[src/rtl/cpu_pkg.sv]
// Shared CPU control definitions: FSM states, IR opcode field values,
// bus mux selects and the decoded-instruction record.
package cpu_pkg;

    localparam int unsigned DATA_W  = 8;
    localparam int unsigned NUM_REG = 4;

    typedef enum logic [2:0] {
        ST_IDLE       = 3'd0,
        ST_FETCH_ADDR = 3'd1,
        ST_FETCH_DATA = 3'd2,
        ST_EXECUTE    = 3'd3,
        ST_OPERAND    = 3'd4,
        ST_HALT       = 3'd5
    } state_t;

    typedef enum logic [3:0] {
        OP_NOP  = 4'h0,
        OP_ALU  = 4'h1,
        OP_MOV  = 4'h2,
        OP_LDI  = 4'h3,
        OP_JMP  = 4'h4,
        OP_JZ   = 4'h5,
        OP_PUSH = 4'h6,
        OP_POP  = 4'h7,
        OP_HALT = 4'hF
    } op_t;

    localparam logic [2:0] M1_PC   = 3'd4;
    localparam logic [2:0] M1_IR   = 3'd5;
    localparam logic [1:0] M2_ALU  = 2'd0;
    localparam logic [1:0] M2_BUS1 = 2'd1;
    localparam logic [1:0] M2_RAM  = 2'd2;

    // src doubles as the ALU operation field; dst selects the register to load
    typedef struct packed {
        op_t        op;
        logic       legal;
        logic [1:0] src;
        logic [1:0] dst;
    } decode_t;

    function automatic logic [NUM_REG-1:0] reg_onehot(input logic [1:0] idx);
        return NUM_REG'(1) << idx;
    endfunction

endpackage

[src/rtl/control_unit_if.sv]
// Control-unit to datapath signal bundle.
interface control_unit_if;
    import cpu_pkg::*;

    logic              run;
    logic [DATA_W-1:0] IR_out;
    logic [DATA_W-1:0] alu_out;
    logic              load_R0, load_R1, load_R2, load_R3;
    logic              inc_PC, load_PC, load_Add_R, load_Reg_Y, load_Reg_Z, load_IR;
    logic [1:0]        opcode;
    logic [2:0]        Mux_1_sel;
    logic [1:0]        Mux_2_sel;
    logic              push, pop;
    logic              halted, illegal, zero;

    modport master (
        input  run, IR_out, alu_out,
        output load_R0, load_R1, load_R2, load_R3,
               inc_PC, load_PC, load_Add_R, load_Reg_Y, load_Reg_Z, load_IR,
               opcode, Mux_1_sel, Mux_2_sel, push, pop, halted, illegal, zero
    );

    modport slave (
        output run, IR_out, alu_out,
        input  load_R0, load_R1, load_R2, load_R3,
               inc_PC, load_PC, load_Add_R, load_Reg_Y, load_Reg_Z, load_IR,
               opcode, Mux_1_sel, Mux_2_sel, push, pop, halted, illegal, zero
    );

endinterface

[src/rtl/instr_decoder.sv]
// Splits the instruction register into opcode class and register fields.
module instr_decoder
    import cpu_pkg::*;
(
    input  logic [DATA_W-1:0] ir,
    output decode_t           dec
);

    always_comb begin
        dec.op    = OP_NOP;
        dec.legal = 1'b1;
        dec.src   = ir[3:2];
        dec.dst   = ir[1:0];
        case (ir[7:4])
            4'h0:    dec.op = OP_NOP;
            4'h1:    dec.op = OP_ALU;
            4'h2:    dec.op = OP_MOV;
            4'h3:    dec.op = OP_LDI;
            4'h4:    dec.op = OP_JMP;
            4'h5:    dec.op = OP_JZ;
            4'h6:    dec.op = OP_PUSH;
            4'h7:    dec.op = OP_POP;
            4'hF:    dec.op = OP_HALT;
            default: dec.legal = 1'b0;
        endcase
    end

endmodule

[src/rtl/control_unit.sv]
// Multi-cycle CPU control FSM: fetch, decode/execute, optional operand cycle.
module control_unit
    import cpu_pkg::*;
#(
    parameter bit HALT_ON_ILLEGAL = 1'b0
) (
    input  logic          clk,
    input  logic          rst,
    control_unit_if.master bus
);

    state_t             state, state_nxt;
    decode_t            dec;
    logic               zero_q, illegal_q;
    logic [NUM_REG-1:0] load_r;

    instr_decoder u_dec (
        .ir  (bus.IR_out),
        .dec (dec)
    );

    always_ff @(posedge clk or negedge rst) begin
        if (!rst) state <= ST_IDLE;
        else      state <= state_nxt;
    end

    // Z flag tracks the last ALU result; illegal stays set until reset
    always_ff @(posedge clk or negedge rst) begin
        if (!rst) begin
            zero_q    <= 1'b0;
            illegal_q <= 1'b0;
        end else if (state == ST_EXECUTE) begin
            if (dec.op == OP_ALU && dec.legal) zero_q <= (bus.alu_out == '0);
            if (!dec.legal) illegal_q <= 1'b1;
        end
    end

    always_comb begin
        state_t boundary;
        boundary  = bus.run ? ST_FETCH_ADDR : ST_IDLE;
        state_nxt = state;
        case (state)
            ST_IDLE:       if (bus.run) state_nxt = ST_FETCH_ADDR;
            ST_FETCH_ADDR: state_nxt = ST_FETCH_DATA;
            ST_FETCH_DATA: state_nxt = ST_EXECUTE;
            ST_EXECUTE: begin
                if (!dec.legal) begin
                    state_nxt = HALT_ON_ILLEGAL ? ST_HALT : boundary;
                end else begin
                    case (dec.op)
                        OP_LDI, OP_JMP: state_nxt = ST_OPERAND;
                        OP_JZ:          state_nxt = zero_q ? ST_OPERAND : boundary;
                        OP_HALT:        state_nxt = ST_HALT;
                        default:        state_nxt = boundary;
                    endcase
                end
            end
            ST_OPERAND:    state_nxt = boundary;
            ST_HALT:       state_nxt = ST_HALT;
            default:       state_nxt = ST_IDLE;
        endcase
    end

    always_comb begin
        load_r         = '0;
        bus.inc_PC     = 1'b0;
        bus.load_PC    = 1'b0;
        bus.load_Add_R = 1'b0;
        bus.load_Reg_Y = 1'b0;
        bus.load_Reg_Z = 1'b0;
        bus.load_IR    = 1'b0;
        bus.opcode     = 2'd0;
        bus.Mux_1_sel  = 3'd0;
        bus.Mux_2_sel  = 2'd0;
        bus.push       = 1'b0;
        bus.pop        = 1'b0;
        bus.halted     = 1'b0;
        case (state)
            ST_FETCH_ADDR: begin
                bus.Mux_1_sel  = M1_PC;
                bus.Mux_2_sel  = M2_BUS1;
                bus.load_Add_R = 1'b1;
            end
            ST_FETCH_DATA: begin
                bus.Mux_2_sel = M2_RAM;
                bus.load_IR   = 1'b1;
                bus.inc_PC    = 1'b1;
            end
            ST_EXECUTE: begin
                case (dec.op)
                    OP_ALU: begin
                        bus.opcode     = dec.src;
                        bus.Mux_2_sel  = M2_ALU;
                        load_r         = reg_onehot(dec.dst);
                        bus.load_Reg_Z = 1'b1;
                    end
                    OP_MOV: begin
                        bus.Mux_1_sel = {1'b0, dec.src};
                        bus.Mux_2_sel = M2_BUS1;
                        load_r        = reg_onehot(dec.dst);
                    end
                    OP_LDI, OP_JMP: begin
                        bus.Mux_1_sel  = M1_PC;
                        bus.Mux_2_sel  = M2_BUS1;
                        bus.load_Add_R = 1'b1;
                    end
                    OP_JZ: begin
                        // not taken: step PC past the unused operand byte
                        if (zero_q) begin
                            bus.Mux_1_sel  = M1_PC;
                            bus.Mux_2_sel  = M2_BUS1;
                            bus.load_Add_R = 1'b1;
                        end else begin
                            bus.inc_PC = 1'b1;
                        end
                    end
                    OP_PUSH: bus.push = 1'b1;
                    OP_POP:  bus.pop  = 1'b1;
                    default: ;
                endcase
            end
            ST_OPERAND: begin
                bus.Mux_2_sel = M2_RAM;
                if (dec.op == OP_LDI) begin
                    load_r     = reg_onehot(dec.dst);
                    bus.inc_PC = 1'b1;
                end else begin
                    bus.load_PC = 1'b1;
                end
            end
            ST_HALT: bus.halted = 1'b1;
            default: ;
        endcase
    end

    assign bus.load_R0 = load_r[0];
    assign bus.load_R1 = load_r[1];
    assign bus.load_R2 = load_r[2];
    assign bus.load_R3 = load_r[3];
    assign bus.zero    = zero_q;
    assign bus.illegal = illegal_q;

endmodule

[src/flat_wrapper.sv]
// flat-port wrapper written by rule: the top's interface ports become plain ports
module control_unit_flat import cpu_pkg::*;
#(
    parameter bit HALT_ON_ILLEGAL = 1'b0
)
  (clk, rst, bus_run, bus_IR_out, bus_alu_out, bus_load_R0, bus_load_R1, bus_load_R2, bus_load_R3, bus_inc_PC, bus_load_PC, bus_load_Add_R, bus_load_Reg_Y, bus_load_Reg_Z, bus_load_IR, bus_opcode, bus_Mux_1_sel, bus_Mux_2_sel, bus_push, bus_pop, bus_halted, bus_illegal, bus_zero);
  control_unit_if bus_i ();
  input  logic clk;
  input  logic rst;
  input wire logic [$bits(bus_i.run)-1:0] bus_run;
  input wire logic [$bits(bus_i.IR_out)-1:0] bus_IR_out;
  input wire logic [$bits(bus_i.alu_out)-1:0] bus_alu_out;
  output wire logic [$bits(bus_i.load_R0)-1:0] bus_load_R0;
  output wire logic [$bits(bus_i.load_R1)-1:0] bus_load_R1;
  output wire logic [$bits(bus_i.load_R2)-1:0] bus_load_R2;
  output wire logic [$bits(bus_i.load_R3)-1:0] bus_load_R3;
  output wire logic [$bits(bus_i.inc_PC)-1:0] bus_inc_PC;
  output wire logic [$bits(bus_i.load_PC)-1:0] bus_load_PC;
  output wire logic [$bits(bus_i.load_Add_R)-1:0] bus_load_Add_R;
  output wire logic [$bits(bus_i.load_Reg_Y)-1:0] bus_load_Reg_Y;
  output wire logic [$bits(bus_i.load_Reg_Z)-1:0] bus_load_Reg_Z;
  output wire logic [$bits(bus_i.load_IR)-1:0] bus_load_IR;
  output wire logic [$bits(bus_i.opcode)-1:0] bus_opcode;
  output wire logic [$bits(bus_i.Mux_1_sel)-1:0] bus_Mux_1_sel;
  output wire logic [$bits(bus_i.Mux_2_sel)-1:0] bus_Mux_2_sel;
  output wire logic [$bits(bus_i.push)-1:0] bus_push;
  output wire logic [$bits(bus_i.pop)-1:0] bus_pop;
  output wire logic [$bits(bus_i.halted)-1:0] bus_halted;
  output wire logic [$bits(bus_i.illegal)-1:0] bus_illegal;
  output wire logic [$bits(bus_i.zero)-1:0] bus_zero;
  assign bus_i.run = bus_run;
  assign bus_i.IR_out = bus_IR_out;
  assign bus_i.alu_out = bus_alu_out;
  assign bus_load_R0 = bus_i.load_R0;
  assign bus_load_R1 = bus_i.load_R1;
  assign bus_load_R2 = bus_i.load_R2;
  assign bus_load_R3 = bus_i.load_R3;
  assign bus_inc_PC = bus_i.inc_PC;
  assign bus_load_PC = bus_i.load_PC;
  assign bus_load_Add_R = bus_i.load_Add_R;
  assign bus_load_Reg_Y = bus_i.load_Reg_Y;
  assign bus_load_Reg_Z = bus_i.load_Reg_Z;
  assign bus_load_IR = bus_i.load_IR;
  assign bus_opcode = bus_i.opcode;
  assign bus_Mux_1_sel = bus_i.Mux_1_sel;
  assign bus_Mux_2_sel = bus_i.Mux_2_sel;
  assign bus_push = bus_i.push;
  assign bus_pop = bus_i.pop;
  assign bus_halted = bus_i.halted;
  assign bus_illegal = bus_i.illegal;
  assign bus_zero = bus_i.zero;
  control_unit #(.HALT_ON_ILLEGAL(HALT_ON_ILLEGAL)) u_core (.clk(clk), .rst(rst), .bus(bus_i));
endmodule
[config.mk]
export PLATFORM = sky130hd
export DESIGN_NAME = control_unit_flat
export DESIGN_NICKNAME = d
export VERILOG_FILES = /design/src/rtl/cpu_pkg.sv /design/src/rtl/control_unit_if.sv /design/src/rtl/instr_decoder.sv /design/src/rtl/control_unit.sv /design/src/flat_wrapper.sv
export SDC_FILE = /design/constraint.sdc
export NUM_CORES = 1
export LEC_CHECK = 0
export BUFFER_PORTS_ARGS = -buffer_cell sky130_fd_sc_hd__clkbuf_2
export CAP_MARGIN = 20
export CORE_MARGIN = 8
export CORE_UTILIZATION = 41
export CTS_CLUSTER_SIZE = 25
export DETAILED_ROUTE_END_ITERATION = 10
export GPL_ROUTABILITY_DRIVEN = 0
export PLACE_DENSITY = 0.84
export RECOVER_POWER = 50
export SYNTH_ARGS = -nofsm -noshare
export SYNTH_HDL_FRONTEND = slang
export SYNTH_SLANG_ARGS = --single-unit
[constraint.sdc]
create_clock -name clk -period 4.15 [get_ports clk]
set_input_delay 0.83 -clock clk [delete_from_list [all_inputs] [get_ports clk]]
set_output_delay 0.83 -clock clk [all_outputs]
set_load 0.005 [all_outputs]
==> results of run 1 <==
critical path, cell delays in order:
cell and delay [ns]:
sky130_fd_sc_hd__clkbuf_1 0.16, sky130_fd_sc_hd__a2111oi_0 0.73, sky130_fd_sc_hd__nor3b_1 0.19, sky130_fd_sc_hd__a21oi_1 0.19, sky130_fd_sc_hd__clkbuf_2 0.13
worst paths after layout:
path | from | end | slack (ns) | cells past startpoint
worst max-delay path | bus_IR_out[4] | bus_Mux_2_sel[0] | 1.09 | 5
worst min-delay path | rst | u_core.bus.illegal | 0.44 | 1
worst max register to register | u_core.bus.zero | u_core.state[0] | 2.53 | 4
worst min register to register | u_core.bus.illegal | u_core.bus.illegal | 0.47 | 1
max in group asynchronous | rst | u_core.state[0] | 3.50 | 1
min in group clk | u_core.bus.illegal | u_core.bus.illegal | 0.47 | 1
cells in the mapped netlist, types with 2 or more instances:
library cell / number
sky130_fd_sc_hd__xnor2_1: 2
sky130_fd_sc_hd__nor4b_2: 2
sky130_fd_sc_hd__nand2b_1: 6
sky130_fd_sc_hd__nor2_1: 10
sky130_fd_sc_hd__nor3b_1: 3
sky130_fd_sc_hd__nor4_1: 3
sky130_fd_sc_hd__dfrtp_1: 5
sky130_fd_sc_hd__nand3b_1: 2
sky130_fd_sc_hd__nand3_1: 2
sky130_fd_sc_hd__a21oi_1: 3
sky130_fd_sc_hd__nor3_1: 2
sky130_fd_sc_hd__and3_1: 4
sky130_fd_sc_hd__buf_2: 2
sky130_fd_sc_hd__nand2_1: 2
sky130_fd_sc_hd__inv_1: 2
registers in the layout, indices dropped and copies added, names as in the netlist:
register	count
u_core.bus.illegal	1
u_core.state	3
u_core.bus.zero	1
final cells by class:
type | instances | area, um^2 | share of cell area [%]
multi-input cells | 58 | 377 | 50.8
repair buffers | 39 | 188 | 25.3
flip-flops and latches | 5 | 125 | 16.9
clock buffers | 4 | 26.3 | 3.54
well taps | 15 | 18.8 | 2.53
inverters | 2 | 7.51 | 1.01
metrics by stage:
stage	power, W	cells	utilization [%]	hold slack (ns)	setup slack (ns)
6_report	0.000345	123	58.5	0.437	1.09
5_1_grt	0.000379	123	58.5	0.455	0.888
4_1_cts	0.000357	123	60.0	0.395	1.37
3_5_place_dp	0.000300	119	57.9	0.460	1.39
3_3_place_gp	0.000296	119	57.9	0.456	1.41
2_1_floorplan	0.000227	69	-	0.451	1.70
cell families after synthesis:
kind of cell | after synthesis | share of synthesized area [%]
mux | 1 | 1.85
xor+xnor | 2 | 3.23
other cells | 1 | 0.692
buf+inv | 6 | 5.31
compound gates | 14 | 21.0
flops | 5 | 23.1
simple gates | 40 | 44.8
report_power, final:
group	total, W	switching, W	internal [W]	leakage [nW]
combinational	0.000189	0.0000989	0.0000898	0.278
clock	0.0000542	0.0000179	0.0000362	0.0150
sequential	0.000102	0.0000347	0.0000672	0.0575
routing by layer:
layer / wire length, um / vias up
li1: - / 332
met1: 619 / 295
met2: 910 / 23
met3: 130 / 0
met4: 0 / 0
met5: 0 / -
==> impl_metrics.tcl, run 1 <==
set metrics [dict create \
    h-tree-depth 1 \
    path_max_fanout 7 \
    drv.max_cap_violation_count 0 \
    drv_slew 0 \
    first_global_vias 631 \
    max_clock_freq_mhz 327 \
    finalClockSkew_ns 0.000596 \
    fin_crit_sh_pct 73.7 \
    grt_start_max_net_pins 12 \
    worstSkewPairLatency_ns 0.23 \
    detail_route.drc_violations 0 \
    num_vias 650 \
    grt-ovfl-total 0 \
    design.die.area_um2 2740 \
    wirelength_mm 1.66 \
    clock_tree_from_tritoncts "built" \
    syn_nets 88 \
    synth_async_sr_flop_share_pct 100 \
    post_cts_resized 0 \
    nets 128 \
    layout.cells.most_common "sky130_fd_sc_hd__clkbuf_2" \
    grtUsageMet2_pct 22.5 \
    use_met1_pct 12.4 \
    detailed_place_hpwl_mm 1.37 \
    post_cts.repair.setup_buffers 0 \
    io_pins 41 \
    clock_sinks 5 \
    yosys_most_used_dff "sky130_fd_sc_hd__dfrtp_1" \
    global_route.peak_usage_layer "met2" \
    fin_setup_tns_ns 0 \
    power_leakage_nw 0.351 \
    seq_area_frac_synth_pct 23.1 \
    start_util_pct 42.7 \
    end_kind "output pin" \
    cp-start-kind "primary input" \
    finalCriticalPeriod_ns 3.06 \
    criticalPathCategory "primary input to output pin" \
    post_dp_cell_area_um2 734 \
    synth_edf_count 0 \
    postRouteAntennaNets 0 \
    worstPathArrival_ns 2.23 \
    syn_std_cell_area_um2 542 \
    slew_at_the_pin_closest_to_its_max_slew_limit_ns 0.777 \
    antenna_found_initial 0 \
    layout.cells.most_common_list "33 x sky130_fd_sc_hd__clkbuf_2, 10 x sky130_fd_sc_hd__nor2_1, 7 x sky130_fd_sc_hd__clkbuf_1" \
    finalInstanceArea_um2 742 \
    chipHeight_um 52.4 \
    wl_per_cell_um 13.5 \
    rsz0062_at_grt "no" \
    final-hold-violation-count 0 \
    slew-limit-headroom_pct 46.8 \
    critPathRequiredTime_ns 3.32 \
    post_synth_inst_count 69 \
    portBuffers 39 \
    grt_pass1_wl_mm 2.66 \
    met3_usage_pct 2.56 \
    total_grt_usage_pct 12.4 \
    core_um2 1270 \
    outcome "complete, no violations" \
    clock-root-buffer "sky130_fd_sc_hd__clkbuf_4" \
    cell_types_with_the_largest_area_share_after_synthesis "sky130_fd_sc_hd__dfrtp_1 23%, sky130_fd_sc_hd__nand2b_1 6.9%, sky130_fd_sc_hd__nor2_1 6.9%" \
    cts-hold-fix-buffers 0 \
    min_path_type "primary input to asynchronous set/reset pin" \
    die-width_um 52.4 \
    filler_cells_inserted 137 \
    layout-drive-gt1-share_pct 37.0 \
    first_pass_iters 4 \
    synth_top_cell_by_area "sky130_fd_sc_hd__dfrtp_1" \
    yosysWarningCount 0 \
    insertedDiodeCount 0 \
    ctsLongestPathBuffers 2 \
    power-per-cell-area_nw_per_um2 465 \
    power.ir.vdd_worst_mv 0.272 \
    tritoncts.num_buffers 3 \
    viasPerCell 5.28 \
    synthesis.area_per_instance_um2 7.85 \
    areaGrowthSynthToFinish_pct 37.0 \
    setup_viol 0 \
    yosysUniqueCellTypes 34 \
    drt_first_iter_violations 8 \
    ffs_latches_synth 5 \
    num_rows 13 \
    clk_pin_slew_ns 0.04 \
    synth_largest_type_area_fraction_pct 23.1 \
]
Power figures use the tool's default switching activity.
==> run 2, diff against run 1 <==
- CORE_UTILIZATION: 41 -> 38
- PLACE_DENSITY: 0.84 -> 0.79
- clock period: 4.15 -> 3 ns (I/O delays scaled with it)
==> impl_metrics.tcl, run 2 (synthesized netlist as in run 1, its figures left out) <==
set metrics [dict create \
    core_um2 1320 \
    cp-start-kind "primary input" \
    first_global_vias 643 \
    design.die.area_um2 2890 \
    grt_pass1_wl_mm 2.58 \
    share_of_power_burned_in_the_clock_network_pct 15.2 \
    criticalPathCategory "primary input to output pin" \
    nets 128 \
    setup_viol 0 \
    power_leakage_nw 0.354 \
    reg2reg_slack_ns 1.51 \
    fin_crit_sh_pct 82.6 \
    min_path_type "primary input to asynchronous set/reset pin" \
    power-per-cell-area_nw_per_um2 648 \
    outcome "complete, no violations" \
    crit_chain "clkbuf_2, or2_0, nor2_1, nor3b_1, a21oi_1, clkbuf_2" \
    postRouteAntennaNets 0 \
    finish.cell_count_without_fillers 123 \
    start_util_pct 41.1 \
    ctsLongestPathBuffers 2 \
    die-width_um 53.8 \
    portBuffers 39 \
    first_pass_iters 4 \
    critPathRequiredTime_ns 2.40 \
    max_clock_freq_mhz 404 \
    drv_slew 0 \
    max_ffs_per_register 3 \
    areaGrowthSynthToFinish_pct 38.3 \
    r2r_start "u_core.state[0]" \
    rsz0062_at_grt "no" \
    worstSkewPairLatency_ns 0.23 \
    wirelength_mm 1.65 \
    insertedDiodeCount 0 \
    chipHeight_um 53.8 \
    sequential_cell_area_um2 125 \
    post_cts.repair.setup_buffers 0 \
    critPathSlowestCell "sky130_fd_sc_hd__or2_0" \
    internal_power_w 0.000269 \
    finalCriticalPeriod_ns 2.48 \
    finalClockSkew_ns 0.00157 \
    layout.cells.most_common_list "34 x sky130_fd_sc_hd__clkbuf_2, 10 x sky130_fd_sc_hd__nor2_1, 6 x sky130_fd_sc_hd__nand2b_1, 6 x sky130_fd_sc_hd__clkbuf_1, 5 x sky130_fd_sc_hd__dfrtp_1" \
    filler_cells_inserted 138 \
    power.ir.vdd_worst_mv 0.367 \
    wl_per_cell_um 13.4 \
    grt-ovfl-total 0 \
    cts-hold-fix-buffers 0 \
    drv.max_cap_violation_count 0 \
    clock-root-buffer "sky130_fd_sc_hd__clkbuf_4" \
    end_kind "output pin" \
    layout-drive-gt1-share_pct 38.9 \
    capturing_point_of_the_worst_reg2reg_path "u_core.bus.zero" \
    detail_route.drc_violations 0 \
    num_rows 13 \
    clk_pin_slew_ns 0.04 \
    clock_sinks 5 \
    ff2ff_path_depth 4 \
    antenna_found_initial 0 \
    clock_tree_from_tritoncts "built" \
    post_cts_resized 0 \
    viasPerCell 5.46 \
    total_grt_usage_pct 11.3 \
    critical_path.most_common_cell "sky130_fd_sc_hd__clkbuf_2" \
    power_switching_w 0.000216 \
    switching_share_pct 44.5 \
    path_max_fanout 7 \
    h-tree-depth 1 \
    io_pins 41 \
    tritoncts.num_buffers 3 \
    placed_cells 119 \
    cp_slowest_stage_delay_ns 0.40 \
    seq_power_share_pct 29.3 \
    fin_setup_tns_ns 0 \
    drt_first_iter_violations 23 \
    num_vias 672 \
    grt_start_max_net_pins 12 \
    multi_input_area_um2 383 \
    layout.cells.most_common "sky130_fd_sc_hd__clkbuf_2" \
    final-hold-violation-count 0 \
    detailed_place_hpwl_mm 1.41 \
    worstPathArrival_ns 1.88 \
    pwr-share-comb_pct 55.5 \
    register_containing_the_most_flip_flops_in_the_final_layout "u_core.state" \
]
-- run 2: cell count changes in the layout (fill, tap and decap cells not counted) --
cell	before	now
sky130_fd_sc_hd__a2111oi_2	0	1
sky130_fd_sc_hd__or2_0	0	1
sky130_fd_sc_hd__clkbuf_1	7	6
sky130_fd_sc_hd__clkbuf_2	33	34
sky130_fd_sc_hd__or2_1	1	0
sky130_fd_sc_hd__a2111oi_0	1	0
-- run 2: critical path, delay by kind of cell --
kind            cells  cell delay (ns)
compound gates      1             0.12
buf+inv             2             0.27
simple gates        3             0.89
-- run 2: cell type report --
type                    count  share of cell area, %
multi-input cells          58                   51.1
repair buffers             39                   25.2
flip-flops and latches      5                   16.7
clock buffers               4                   3.51
well taps                  15                   2.50
inverters                   2                   1.00
-- run 2: how the worst max path moves through the flow --
stage / startpoint / endpoint / slack, ns / cells past startpoint
2_1_floorplan: bus_IR_out[7] / bus_Mux_2_sel[0] / 1.01 / 5
3_3_place_gp: bus_IR_out[7] / bus_inc_PC / 0.69 / 6
3_5_place_dp: bus_IR_out[7] / bus_Mux_2_sel[0] / 0.66 / 6
4_1_cts: u_core.state[0] / bus_load_R1 / 0.61 / 4
5_1_grt: bus_IR_out[7] / bus_Mux_2_sel[0] / 0.34 / 6
6_report: bus_IR_out[7] / bus_Mux_2_sel[0] / 0.52 / 6
-- run 2: power groups by stage --
| stage | clock [W] | sequential [W] | combinational, W |
|---|---|---|---|
| after floorplan | 0 | 0.000107 | 0.000207 |
| after detailed placement | 0 | 0.000141 | 0.000277 |
| after CTS | 0.0000778 | 0.000140 | 0.000278 |
| after global placement | 0 | 0.000141 | 0.000273 |
| final | 0.0000739 | 0.000142 | 0.000270 |
| after global routing | 0.0000810 | 0.000148 | 0.000301 |
-- run 2: per-layer routing --
metal	up-vias	part of all wire, %	routed length (um)	track usage [%]
met2	18	54	886	21.6
li1	330	-	-	-
met5	-	0	0	0
met3	2	7.6	126	1.93
met4	0	0.85	14	6.30
met1	322	38	620	11.1
-- run 2: through the flow --
step | hold slack [ns] | setup WS, ns | util [%] | total power (W) | area (um^2)
2_1_floorplan | 0.304 | 1.01 | - | 0.000314 | 542
3_3_place_gp | 0.415 | 0.691 | 55.7 | 0.000414 | 734
3_5_place_dp | 0.420 | 0.662 | 55.7 | 0.000418 | 734
4_1_cts | 0.166 | 0.608 | 57.7 | 0.000496 | 761
5_1_grt | 0.222 | 0.339 | 56.9 | 0.000531 | 749
6_report | 0.207 | 0.523 | 56.9 | 0.000486 | 749
